--- config.mk ---
export PLATFORM = sky130hd
export DESIGN_NAME = mmio_ctrl
export DESIGN_NICKNAME = d
export VERILOG_FILES = /design/src/rtl/mmio_ctrl.sv
export SDC_FILE = /design/constraint.sdc
export NUM_CORES = 1
export LEC_CHECK = 0
export CORE_MARGIN = 10
export CORE_UTILIZATION = 25
export DETAILED_ROUTE_END_ITERATION = 7
export PLACE_DENSITY = 0.43
export SKIP_LAST_GASP = 1
export SYNTH_ARGS = -nofsm -noshare
export SYNTH_HDL_FRONTEND = slang
export SYNTH_SLANG_ARGS = --single-unit
--- constraint.sdc ---
create_clock -name clk -period 3.7 [get_ports clk]
set_clock_uncertainty 0.2 [all_clocks]
set_input_delay 0.37 -clock clk [delete_from_list [all_inputs] [get_ports clk]]
set_output_delay 0.37 -clock clk [all_outputs]
set_load 0.1 [all_outputs]
--- src/rtl/mmio_ctrl.sv ---
// MMIO controller: decodes the IO region, runs the UART TX/RX handshakes and
// keeps cycle/retired-instruction counters; load data returns one cycle after re.
module mmio_ctrl #(
    parameter logic [3:0] IO_NIBBLE = 4'h8,
    parameter int         CNT_W     = 32
) (
    input  logic        clk,
    input  logic        rst,
    input  logic [31:0] addr,
    input  logic [31:0] wdata,
    input  logic [3:0]  we,
    input  logic        re,
    input  logic        inst_commit,
    output logic [7:0]  uart_tx_data_in,
    output logic        uart_tx_data_in_valid,
    input  logic        uart_tx_data_in_ready,
    input  logic [7:0]  uart_rx_data_out,
    input  logic        uart_rx_data_out_valid,
    output logic        uart_rx_data_out_ready,
    output logic [31:0] io_rdata,
    output logic        io_hit
);
    localparam logic [7:0] OFF_STATUS = 8'h00;
    localparam logic [7:0] OFF_RX     = 8'h04;
    localparam logic [7:0] OFF_TX     = 8'h08;
    localparam logic [7:0] OFF_CYC    = 8'h10;
    localparam logic [7:0] OFF_INST   = 8'h14;
    localparam logic [7:0] OFF_CLR    = 8'h18;

    localparam logic [0:0] ST_IDLE = 1'b0;
    localparam logic [0:0] ST_PEND = 1'b1;

    logic             sel, wr, rd;
    logic [7:0]       off;
    logic [0:0]       tx_state;
    logic [7:0]       tx_data;
    logic [CNT_W-1:0] cycle_cnt, inst_cnt;
    logic             cnt_clr;
    logic [31:0]      rdata_next;
    logic             unused;

    assign sel     = (addr[31:28] == IO_NIBBLE);
    assign wr      = sel & (|we);
    assign rd      = sel & re;
    assign off     = addr[7:0];
    assign cnt_clr = wr && (off == OFF_CLR);
    // Only the low offset byte decodes; the rest of the address and upper store lanes are don't-care.
    assign unused  = ^{addr[27:8], wdata[31:8]};

    // A TX write while a byte is pending is dropped; software polls status bit0.
    always_ff @(posedge clk) begin
        if (rst) begin
            tx_state <= ST_IDLE;
            tx_data  <= '0;
        end else begin
            case (tx_state)
                ST_IDLE: begin
                    if (wr && (off == OFF_TX) && we[0]) begin
                        tx_data  <= wdata[7:0];
                        tx_state <= ST_PEND;
                    end
                end
                ST_PEND: begin
                    if (uart_tx_data_in_ready) tx_state <= ST_IDLE;
                end
                default: tx_state <= ST_IDLE;
            endcase
        end
    end

    assign uart_tx_data_in        = tx_data;
    assign uart_tx_data_in_valid  = (tx_state == ST_PEND);
    assign uart_rx_data_out_ready = rd && (off == OFF_RX) && uart_rx_data_out_valid;

    // Clear takes priority over the same-cycle increment.
    always_ff @(posedge clk) begin
        if (rst || cnt_clr) begin
            cycle_cnt <= '0;
            inst_cnt  <= '0;
        end else begin
            cycle_cnt <= cycle_cnt + 1'b1;
            if (inst_commit) inst_cnt <= inst_cnt + 1'b1;
        end
    end

    always_comb begin
        rdata_next = '0;
        if (rd) begin
            case (off)
                OFF_STATUS: rdata_next = {30'b0, uart_rx_data_out_valid,
                                          (tx_state == ST_IDLE) && uart_tx_data_in_ready};
                OFF_RX:     rdata_next = uart_rx_data_out_valid ? {24'b0, uart_rx_data_out} : 32'b0;
                OFF_CYC:    rdata_next = 32'(cycle_cnt);
                OFF_INST:   rdata_next = 32'(inst_cnt);
                default:    rdata_next = '0;
            endcase
        end
    end

    always_ff @(posedge clk) begin
        if (rst) begin
            io_rdata <= '0;
            io_hit   <= 1'b0;
        end else begin
            io_rdata <= rdata_next;
            io_hit   <= sel & (re | (|we));
        end
    end
endmodule

# After elaboration in Yosys (flattened, before gate mapping)
# Index checks and enable logic that the tools add are counted.
dict set report classes {
  n_eq_ne 6
  n_reduce_logical 11
  n_addsub 2
  muxes 5
  bitwise_logic 6
}
# cell n
set op_table {}
lappend op_table {{case mux 32 bit (4 select lines)} 1}
lappend op_table {{adder 32 x 1 -> 32 bit (second input constant)} 2}
lappend op_table {{== test 8 x 5 -> 1 bit (second input constant)} 3}
lappend op_table {{== test 8 x 3 -> 1 bit (second input constant)} 1}
lappend op_table {{== test 8 x 4 -> 1 bit (second input constant)} 1}
lappend op_table {{logical NOT 8 bit} 1}
lappend op_table {{2-to-1 mux 8 bit} 1}
lappend op_table {{logical AND 1 bit} 6}
lappend op_table {{== test 4 bit (second input constant)} 1}
lappend op_table {{OR reduction 4 bit} 1}
lappend op_table {{AND 1 bit} 3}
lappend op_table {{2-to-1 mux 1 bit} 2}
lappend op_table {{inverter 1 bit} 2}
lappend op_table {{case mux 1 bit (2 select lines)} 1}
lappend op_table {{AND reduction 2 bit} 1}
lappend op_table {{OR reduction 2 bit} 1}
lappend op_table {{logical OR 1 bit} 1}
lappend op_table {{bitwise OR 1 bit} 1}
dict set report word_totals {
  out_inout_bits 43
  in_bits 82
  word_cells 36
  register_bits 106
}

# Longest topological paths before layout
# Gate-level depths: netlist of run 1.
dict set report depth {
  ltp_word 6
  mapped_depth 6
  mapped_depth_nobuf 5
}

# Worst setup path after synthesis of run 1
# OpenSTA, ideal clock, no wires.
dict set report synth_timing {
  path_type {in2out}
  from {input port addr[5]}
  to {output port uart_rx_data_out_ready}
  n_path_buf 1
  path_slack_ps 851
  cell_stages 4
  required_ps 3130
  arrival_time_ps 2279
  path_cell_list {or3_1 > clkbuf_1 > nor4_2 > and3_1}
}
dict set report synth_via {
  elab_chain_cells 3
}
# item line
set synth_rtl {}
lappend synth_rtl {{from (decl)} 9} ;# input logic [31:0] addr,
lappend synth_rtl {{== test 8 x 3 -> 1 bit} 73} ;# assign uart_rx_data_out_ready = rd && (off == OFF_RX) && uart_rx_data_out_valid;
lappend synth_rtl {{logical AND 1 bit (2 in series)} 73}
lappend synth_rtl {{to (decl)} 19} ;# output logic uart_rx_data_out_ready,
# Every way passes these cells.

# Worst setup path in the final report of run 1
dict set report layout_timing {
  from {input port addr[1]}
  to {output port uart_rx_data_out_ready}
}
# The elaborated chain is that of the path after synthesis.

==> results of run 1 <==
## area by class of cell
class | count | area [sq um]
Tap cell | 229 | 287
Clock buffer | 9 | 225
Clock inverter | 7 | 149
Sequential cell | 106 | 2120
Multi-Input combinational cell | 382 | 2330
Timing Repair Buffer | 91 | 906
Fill cell | 1853 | 12000
Inverter | 13 | 48.8
## sequential cells by signal, summed over array words and instances (netlist names)
signal and cells:
cycle_cnt 32, inst_cnt 32, io_rdata 32, uart_tx_data_in 8
io_hit 1, uart_tx_data_in_valid 1
## cell families (layout without fill, tap and decap cells)
group	count (synthesis)	after routing	share of synthesized area (%)
AOI/OAI and AO/OA	116	116	15.6
xor gates and xnor gates	29	29	5.51
adders and majority gates	2	2	0.542
buffers and inverters	42	120	3.74
DFF	106	106	46.0
muxes	8	8	1.87
and+or+nand+nor	227	227	26.8
## worst min-delay path: cells and delay by family, from the launching register on
kind           cells  cell delay [ns]
flip-flops         1             0.31
AO/OA/AOI/OAI      2             0.13
## cells in the mapped netlist, types with 2 or more instances
master      n
nand4_1    21
nand4b_1    2
xnor2_1    18
xor2_1     11
buf_2       6
o31ai_1    21
nor3_1      7
nand4_2     2
ha_1        2
and4_1      6
a22oi_1    32
nor4b_1     3
nand2_1    21
clkbuf_1   22
nand3_1    33
or4_1      25
nor4_1      7
nor2_1     70
o21ai_0    20
mux2i_1     3
a21oi_1    41
dfxtp_1   106
mux2_2      5
or3_1      15
inv_1      13
and3_1      8
## worst paths after layout
| path | start | to | slack, ns |
|---|---|---|---|
| min | uart_tx_data_in[4] | uart_tx_data_in[4] | 0.28 |
| max reg2reg | cycle_cnt[13] | cycle_cnt[31] | 1.15 |
| min reg2reg | uart_tx_data_in[4] | uart_tx_data_in[4] | 0.28 |
| max | addr[1] | uart_rx_data_out_ready | 1.08 |
## routing by layer
layer	global-route usage, %	vias to the layer above
li1	-	2106
met1	14.4	1984
met2	16.7	116
met3	4.16	12
met4	3.91	0
met5	0	-
## power breakdown
group          leakage (nW)  internal, mW  switching, mW
registers             0.854          1.14        0.00772
clock network         0.182         0.739          0.462
logic                 0.790        0.0500         0.0402
==> impl_metrics.csv, run 1 <==
group,metric,value,unit
synthesis,yosys.area.top_type_share,46.0,%
worst_setup_path,cpMaxStageDelayCell,"or3_1",
status,status,"finished clean",
grt,grt_first_pass_wirelength,22100,um
synthesis,synth_seq_area_share,46.0,%
finish,antenna_cells,0,
sta,period_needed,2.62,ns
power,p_total,2.44,mW
sta,tightest_slew,1.02,ns
cts,ctsResizeCount,0,
placement,numPortBuffers,80,
power,p_per_area,403,nW/um^2
synthesis,ys.flop_type,"dfxtp_1",
grt,grt_pass1_vias,4174,
die,die_h,156,um
cts,cts_sinks,106,
routing,top_layer,"met4",
sta,final.period_utilization,70.7,%
die,initial_core_util,25.5,%
worst_setup_path,crit_cells,5,
finish,design_area,6070,sq um
synthesis,synth_cell_types,36,
synthesis,synthCells,530,
worst_setup_path,r2r_cells,4,
sta,hold_slack,0.277,ns
worst_setup_path,critical_path_class,"input port to output pin",
routing,dr_wl_met3,1070,um
worst_setup_path,cp-end-kind,"output pin",
routing,wl_met2,5700,um
worst_setup_path,cp.required,3.13,ns
synthesis,synth_area_leaders,"dfxtp_1, nor2_1, a22oi_1",
placement,pre_cts_ws,0.950,ns
sta,hold_viol_final,0,
min_path,holdCritPathClass,"register to register",
cts,clock_path_buffers,2,
power,vdd_drop_max,0.000234,V
sta,fin_ws,1.08,ns
synthesis,avgSynthCellArea,8.70,sq um
cts,cts_root_buffer,"clkbuf_16",
sta,fmax,382,MHz
synthesis,synth-seq-cells,106,
routing,drt_iter0_drc,231,
placement,place_congestion,0.770,
routing,vias,4218,
grt,grt_max_degree,63,
worst_setup_path,worst-path-buf-inv,2,
power,p_leak,1.83,nW
synthesis,synthArstFlopShare,0,%
sta,relSlewSlack,32.0,%
routing,drt-total-wl,13400,um
finish,most-common-layout-cells,"dfxtp_1, clkdlybuf4s50_1, nor2_1",
placement,dp_hpwl,9670,um
worst_setup_path,worstPathArrival,2.05,ns
worst_setup_path,cp_max_fo,6,
die,ios,125,
placement,dp_cells,821,
synthesis,synth_area,4610,sq um
routing,via_per_inst,5.04,
finish,finalNetCount,687,
finish,syn_to_final_growth,31.5,%
worst_setup_path,crit_path_start_kind,"input port",
finish,final_util,33.5,%
die,fp-row-count,49,
routing,dr.pass1.iters,4,
synthesis,ys_warn_count,0,
sta,drv_slew,0,
cts,clkTransAtPathRegs,0.08,ns
finish,drive_gt1_share,6.58,%
synthesis,synth-edff-count,0,
sta,finalSetupViolCount,0,
flow_run,maxCapViolations,0,
routing,drc,0,
grt,antenna_found_initial,0,
die,die-area,24300,sq um
finish,final_common_cell,"dfxtp_1",
cts,cts_tree,"yes",
synthesis,syn_nets,614,
finish,layout.cells.non_filler,837,
cts,post_cts_buffers,0,
routing,wl_met1,6400,um
synthesis,yosysTopAreaCell,"dfxtp_1",
worst_setup_path,cp_cell_sequence,"clkdlybuf4s50_1 -> or3_1 -> nor4_2 -> and3_1 -> buf_12",
cts,cts-buffers-inserted,9,
routing,ant_nets,0,
die,die_w,156,um
worst_setup_path,cpPeakStageDelay,0.51,ns
cts,ctsHoldBuffers,0,
grt,grt-ovfl-total,0,
worst_setup_path,cp_top_family,"simple AND/OR/NAND/NOR gates",
routing,detail_route.wl_per_cell,16.0,um
sta,rsz0062_at_grt,"no",
die,core,18100,sq um
cts,h-tree-depth,3,
cts,clk-insertion-delay-late,0.35,ns
min_path,holdPathStages,2,
placement,dpl_cell_area,5690,sq um
grt,track_usage,11.1,%
sta,fin_tns_setup,0,ns
Note: power is estimated with default switching activity, not from simulation.
==> run 2, diff against run 1 <==
- clock period: 3.7 -> 2.6 ns (I/O delays scaled with it)
==> run 2 against run 1 <==
Compared with the run above: flip-flop and latch count did not move; design area fell by 0.54%; wire length rose by 1.3%; power rose by 35%; first-iteration DRC count rose by 61%; combinational power rose by 46%; sequential share of layout area rose by 0.19 points; count of clock-buffer cells in the layout did not move; utilization fell by 0.18 points; via count rose by 0.55%.
==> impl_metrics.csv, run 2 (synthesis gave the netlist of run 1 again) <==
group,metric,value,unit
routing,dr.pass1.iters,5,
worst_setup_path,worst-path-buf-inv,0,
cts,h-tree-depth,3,
routing,detail_route.wl_per_cell,15.9,um
worst_setup_path,worstPathArrival,2.50,ns
cts,cts-buffers-inserted,9,
placement,place_congestion,0.774,
worst_setup_path,cp_cell_sequence,"nand4_1 -> or4_1 -> or4_1 -> a21oi_1",
sta,relSlewSlack,66.2,%
grt,antenna_found_initial,0,
cts,clock_path_buffers,2,
worst_setup_path,r2r-start,"cycle_cnt[12]",
cts,clk-insertion-delay-late,0.36,ns
worst_setup_path,cpPeakStageDelay,0.81,ns
flow_run,maxCapViolations,0,
cts,ctsHoldBuffers,0,
cts,cts_root_buffer,"clkbuf_16",
worst_setup_path,critical_path_class,"register to register",
worst_setup_path,cp_common_cell,"or4_1",
die,fp-row-count,49,
routing,via_per_inst,4.98,
sta,hold_viol_final,0,
cts,cts_tree,"yes",
worst_setup_path,cpMaxStageDelayCell,"or4_1",
die,initial_core_util,25.5,%
grt,grt_first_pass_wirelength,21900,um
sta,period_needed,2.42,ns
grt,track_usage,11.1,%
sta,fin_tns_setup,0,ns
min_path,hp-start,"wdata[0]",
finish,final_common_cell,"dfxtp_1",
status,status,"finished clean",
worst_setup_path,cp.required,2.68,ns
grt,grt_max_degree,63,
routing,drc,0,
routing,ant_nets,0,
cts,ctsResizeCount,0,
sta,tightest_slew,0.507,ns
finish,seqCellArea,2120,sq um
die,die_w,156,um
worst_setup_path,cp_max_fo,17,
cts,post_cts_buffers,0,
die,die_h,156,um
min_path,holdCritPathClass,"input port to register",
finish,nFillCells,1892,
sta,finalSetupViolCount,0,
sta,fmax,414,MHz
worst_setup_path,cp-end-kind,"register",
finish,most-common-layout-cells,"dfxtp_1, nor2_1, buf_4",
worst_setup_path,crit_path_start_kind,"register",
sta,drv_slew,0,
sta,rsz0062_at_grt,"no",
sta,final.period_utilization,92.9,%
finish,multi_input_area,2330,sq um
cts,clkTransAtPathRegs,0.08,ns
finish,reg_top3,"cycle_cnt x32, inst_cnt x32, io_rdata x32",
die,core,18100,sq um
routing,drt-total-wl,13500,um
power,p_per_area,547,nW/um^2
power,p_leak,1.95,nW
routing,vias,4241,
finish,finalNetCount,701,
finish,drive_gt1_share,15.6,%
finish,syn_to_final_growth,30.8,%
placement,dp_hpwl,9810,um
placement,numPortBuffers,80,
power,vdd_drop_max,0.000331,V
die,die-area,24300,sq um
die,ios,125,
power,p_total,3.30,mW
worst_setup_path,worstSetupStartpoint,"cycle_cnt[12]",
routing,drt_iter0_drc,371,
grt,grt_pass1_vias,4162,
finish,antenna_cells,0,
worst_setup_path,cp_top_family,"simple AND/OR/NAND/NOR gates",
grt,grt-ovfl-total,0,
cts,cts_sinks,106,
==> run 2: cell count changes in the layout (fill, tap and decap cells not counted) <==
cell / change
and3_1: -1
and3_2: +1
buf_12: +1
buf_4: +55
bufinv_16: -2
clkdlybuf4s50_1: -42
clkinvlp_4: +3
inv_6: -1
==> run 2: power breakdown <==
part / internal (mW) / switching (mW) / leakage [nW] / total (mW)
registers: 1.63 / 0.0112 / 0.854 / 1.64
clock network: 0.854 / 0.674 / 0.150 / 1.53
logic: 0.0740 / 0.0576 / 0.945 / 0.132
total: 2.56 / 0.743 / 1.95 / 3.30
==> run 2: metal layers <==
| metal | global-route usage (%) | vias up | wire length, um |
|---|---|---|---|
| met5 | 0 | - | 0 |
| met3 | 3.97 | 10 | 900 |
| met1 | 15.0 | 1994 | 6780 |
| li1 | - | 2135 | - |
| met4 | 3.64 | 0 | 172 |
| met2 | 15.9 | 102 | 5680 |
==> run 2: final timing paths <==
kind | end | slack, ns | cells after the start
setup reg to reg | cycle_cnt[29] | 0.18 | 4
hold / removal | uart_tx_data_in[0] | 0.26 | 3
hold reg to reg | uart_tx_data_in[7] | 0.28 | 2
setup / recovery | cycle_cnt[29] | 0.18 | 4
==> run 2: through the flow <==
stage / worst slack, ns / hold WS, ns / instances / instance area [sq um] / utilization, %
floorplan: 0.237 / 0.184 / 530 / 4610 / -
global placement: 0.189 / 0.264 / 835 / 5710 / 31.5
detailed placement: 0.166 / 0.270 / 835 / 5710 / 31.5
CTS: 0.203 / 0.254 / 851 / 6030 / 33.4
global route: 0.0103 / 0.281 / 851 / 6030 / 33.4
finish: 0.184 / 0.263 / 851 / 6030 / 33.4
==> run 2: worst register-to-register path, delay by kind of cell (launching register included) <==
family	cells	cell delay, ns
AOI/OAI and AO/OA	1	0.16
DFF	1	0.41
and+or+nand+nor	3	1.58
==> run 2: cell type report <==
| cell class | instances | area share (%) |
|---|---|---|
| Clock inverter | 7 | 1.70 |
| Inverter | 13 | 0.809 |
| Tap cell | 229 | 4.75 |
| Sequential cell | 106 | 35.2 |
| Multi-Input combinational cell | 382 | 38.6 |
| Clock buffer | 9 | 3.73 |
| Timing Repair Buffer | 105 | 15.2 |
==> run 3, diff against run 2 <==
- ABC_AREA: default -> 1
- PLACE_DENSITY: 0.43 -> 0.42
==> run 3 against run 2 <==
Compared with the run above: sequential power about the same; fmax increased by 19%; critical path depth increased by 3; critical path type is now input port to output pin; non-clock buffer count decreased by 16; flip-flop and latch count unchanged; cell count increased by 36%; first-iteration DRC count decreased by 37%; via count increased by 16%; clock power decreased by 10%; register-to-register slack improved by 0.52 ns.
==> impl_metrics.csv, run 3 <==
group,metric,value,unit
finish,reg_top3,"cycle_cnt x32, inst_cnt x32, io_rdata x32",
die,core,21200,sq um
finish,final_util,32.0,%
synthesis,synth_area_leaders,"dfxtp_1, nand2_1, nor2_1",
die,die_h,167,um
die,ios,125,
finish,design_area,6770,sq um
worst_setup_path,cpMaxStageDelayCell,"clkdlybuf4s50_1",
power,p_leak,2.48,nW
sta,relSlewSlack,54.0,%
routing,via_per_inst,4.23,
grt,antenna_found_initial,0,
synthesis,synthArstFlopShare,0,%
sta,final.period_utilization,78.2,%
routing,dr.pass1.iters,4,
placement,dp_hpwl,12800,um
cts,ctsHoldBuffers,0,
synthesis,avgSynthCellArea,6.78,sq um
routing,drt_iter0_drc,233,
cts,h-tree-depth,3,
sta,hold_slack,0.276,ns
routing,ant_nets,0,
sta,tightest_slew,0.688,ns
finish,final_common_cell,"nand2_1",
synthesis,synth_area,5420,sq um
die,initial_core_util,25.6,%
power,p_per_area,464,nW/um^2
grt,grt_pass1_vias,4724,
synthesis,yosys.area.top_type_share,39.2,%
min_path,holdCritPathClass,"register to register",
synthesis,synthTopCellsByCount,"nand2_1, nor2_1, dfxtp_1",
finish,most-common-layout-cells,"nand2_1, nor2_1, dfxtp_1",
sta,drv_slew,0,
routing,detail_route.wl_per_cell,14.0,um
cts,clkTransAtPathRegs,0.07,ns
worst_setup_path,critical_path_class,"input port to output pin",
placement,dpl_cell_area,6480,sq um
finish,drive_gt1_share,16.3,%
grt,track_usage,11.6,%
cts,clk-insertion-delay-late,0.36,ns
routing,vias,4912,
finish,syn_to_final_growth,24.9,%
grt,grt_first_pass_wirelength,26400,um
sta,period_needed,2.03,ns
synthesis,yosysTopAreaCell,"dfxtp_1",
finish,finalNetCount,965,
synthesis,synth_seq_area_share,39.2,%
sta,rsz0062_at_grt,"no",
die,die-area,28000,sq um
worst_setup_path,cp-end-kind,"output pin",
routing,drc,0,
sta,fin_tns_setup,0,ns
sta,finalSetupViolCount,0,
cts,post_cts_buffers,0,
sta,hold_viol_final,0,
placement,place_congestion,0.850,
cts,cts-buffers-inserted,9,
worst_setup_path,cpPeakStageDelay,0.41,ns
worst_setup_path,worstPathArrival,1.57,ns
power,p_total,3.14,mW
worst_setup_path,cp_cell_sequence,"clkdlybuf4s50_1 -> nor2_2 -> nand2_2 -> nor2_4 -> inv_2 -> nor3_2 -> buf_12",
synthesis,ys_warn_count,0,
cts,cts_root_buffer,"clkbuf_16",
synthesis,ys.flop_type,"dfxtp_1",
grt,grt-ovfl-total,0,
cts,cts_sinks,106,
grt,grt_max_degree,33,
power,vdd_drop_max,0.000284,V
cts,ctsResizeCount,0,
synthesis,synth_most_common_cell,"nand2_1",
synthesis,synth-seq-cells,106,
routing,drt-total-wl,16300,um
cts,clock_path_buffers,2,
synthesis,syn_nets,883,
sta,fmax,492,MHz
finish,nFillCells,2332,
worst_setup_path,cp_max_fo,3,
flow_run,maxCapViolations,0,
finish,antenna_cells,0,
cts,cts_tree,"yes",
status,status,"finished clean",
synthesis,synth_cell_types,35,
placement,numPortBuffers,80,
die,die_w,167,um
die,fp-row-count,53,
synthesis,synth-edff-count,0,
worst_setup_path,crit_path_start_kind,"input port",
worst_setup_path,cp.required,2.14,ns
synthesis,synthCells,799,
==> run 3: logic make-up after synthesis <==
logic type               count (synthesis)  synth area share, %
AO/OA/AOI/OAI                           75                 8.31
XOR/XNOR                                16                 2.59
adder cells (fa/ha/maj)                  2                0.462
buffers and inverters                  123                 9.42
flip-flops                             106                 39.2
AND/OR/NAND/NOR                        477                 40.0
==> run 3: critical path: cells and delay by family <==
family	cells	cell delay [ns]
AND/OR/NAND/NOR	4	0.62
buffers and inverters	3	0.69
==> run 3: final cells by class <==
cell class / count / area [sq um] / share of cell area, %
clock buffer: 10 / 239 / 3.53
multi-input combinational: 570 / 2790 / 41.3
tap: 275 / 344 / 5.08
sequential: 106 / 2120 / 31.4
inverter: 105 / 397 / 5.86
clock inverter: 6 / 50.0 / 0.740
timing repair buffer: 89 / 823 / 12.2
==> run 3: through the flow <==
step           setup slack, ns  std cells
2_1_floorplan            0.282        799
3_3_place_gp             0.431       1145
3_5_place_dp             0.430       1145
4_1_cts                  0.530       1161
5_1_grt                  0.438       1161
6_report                 0.567       1161
==> run 3: path summary, 6_finish.rpt <==
kind / startpoint / end / slack, ns / cells after the start
worst min register to register: inst_cnt[8] / inst_cnt[8] / 0.28 / 2
worst max-delay path: addr[5] / uart_rx_data_out_ready / 0.57 / 7
worst max register to register: cycle_cnt[0] / cycle_cnt[22] / 0.70 / 10
worst min-delay path: inst_cnt[8] / inst_cnt[8] / 0.28 / 2
==> run 3: power by group <==
part,internal [mW],switching [mW]
clock network,0.690,0.677
registers,1.63,0.00917
logic,0.0705,0.0645
total,2.39,0.751
==> run 3: per-layer routing <==
layer	up-vias	share of wire, %	track usage, %
li1	2659	-	-
met1	2173	53	16.4
met2	74	42	17.3
met3	6	3.7	2.32
met4	0	0.63	3.29
met5	-	0	0
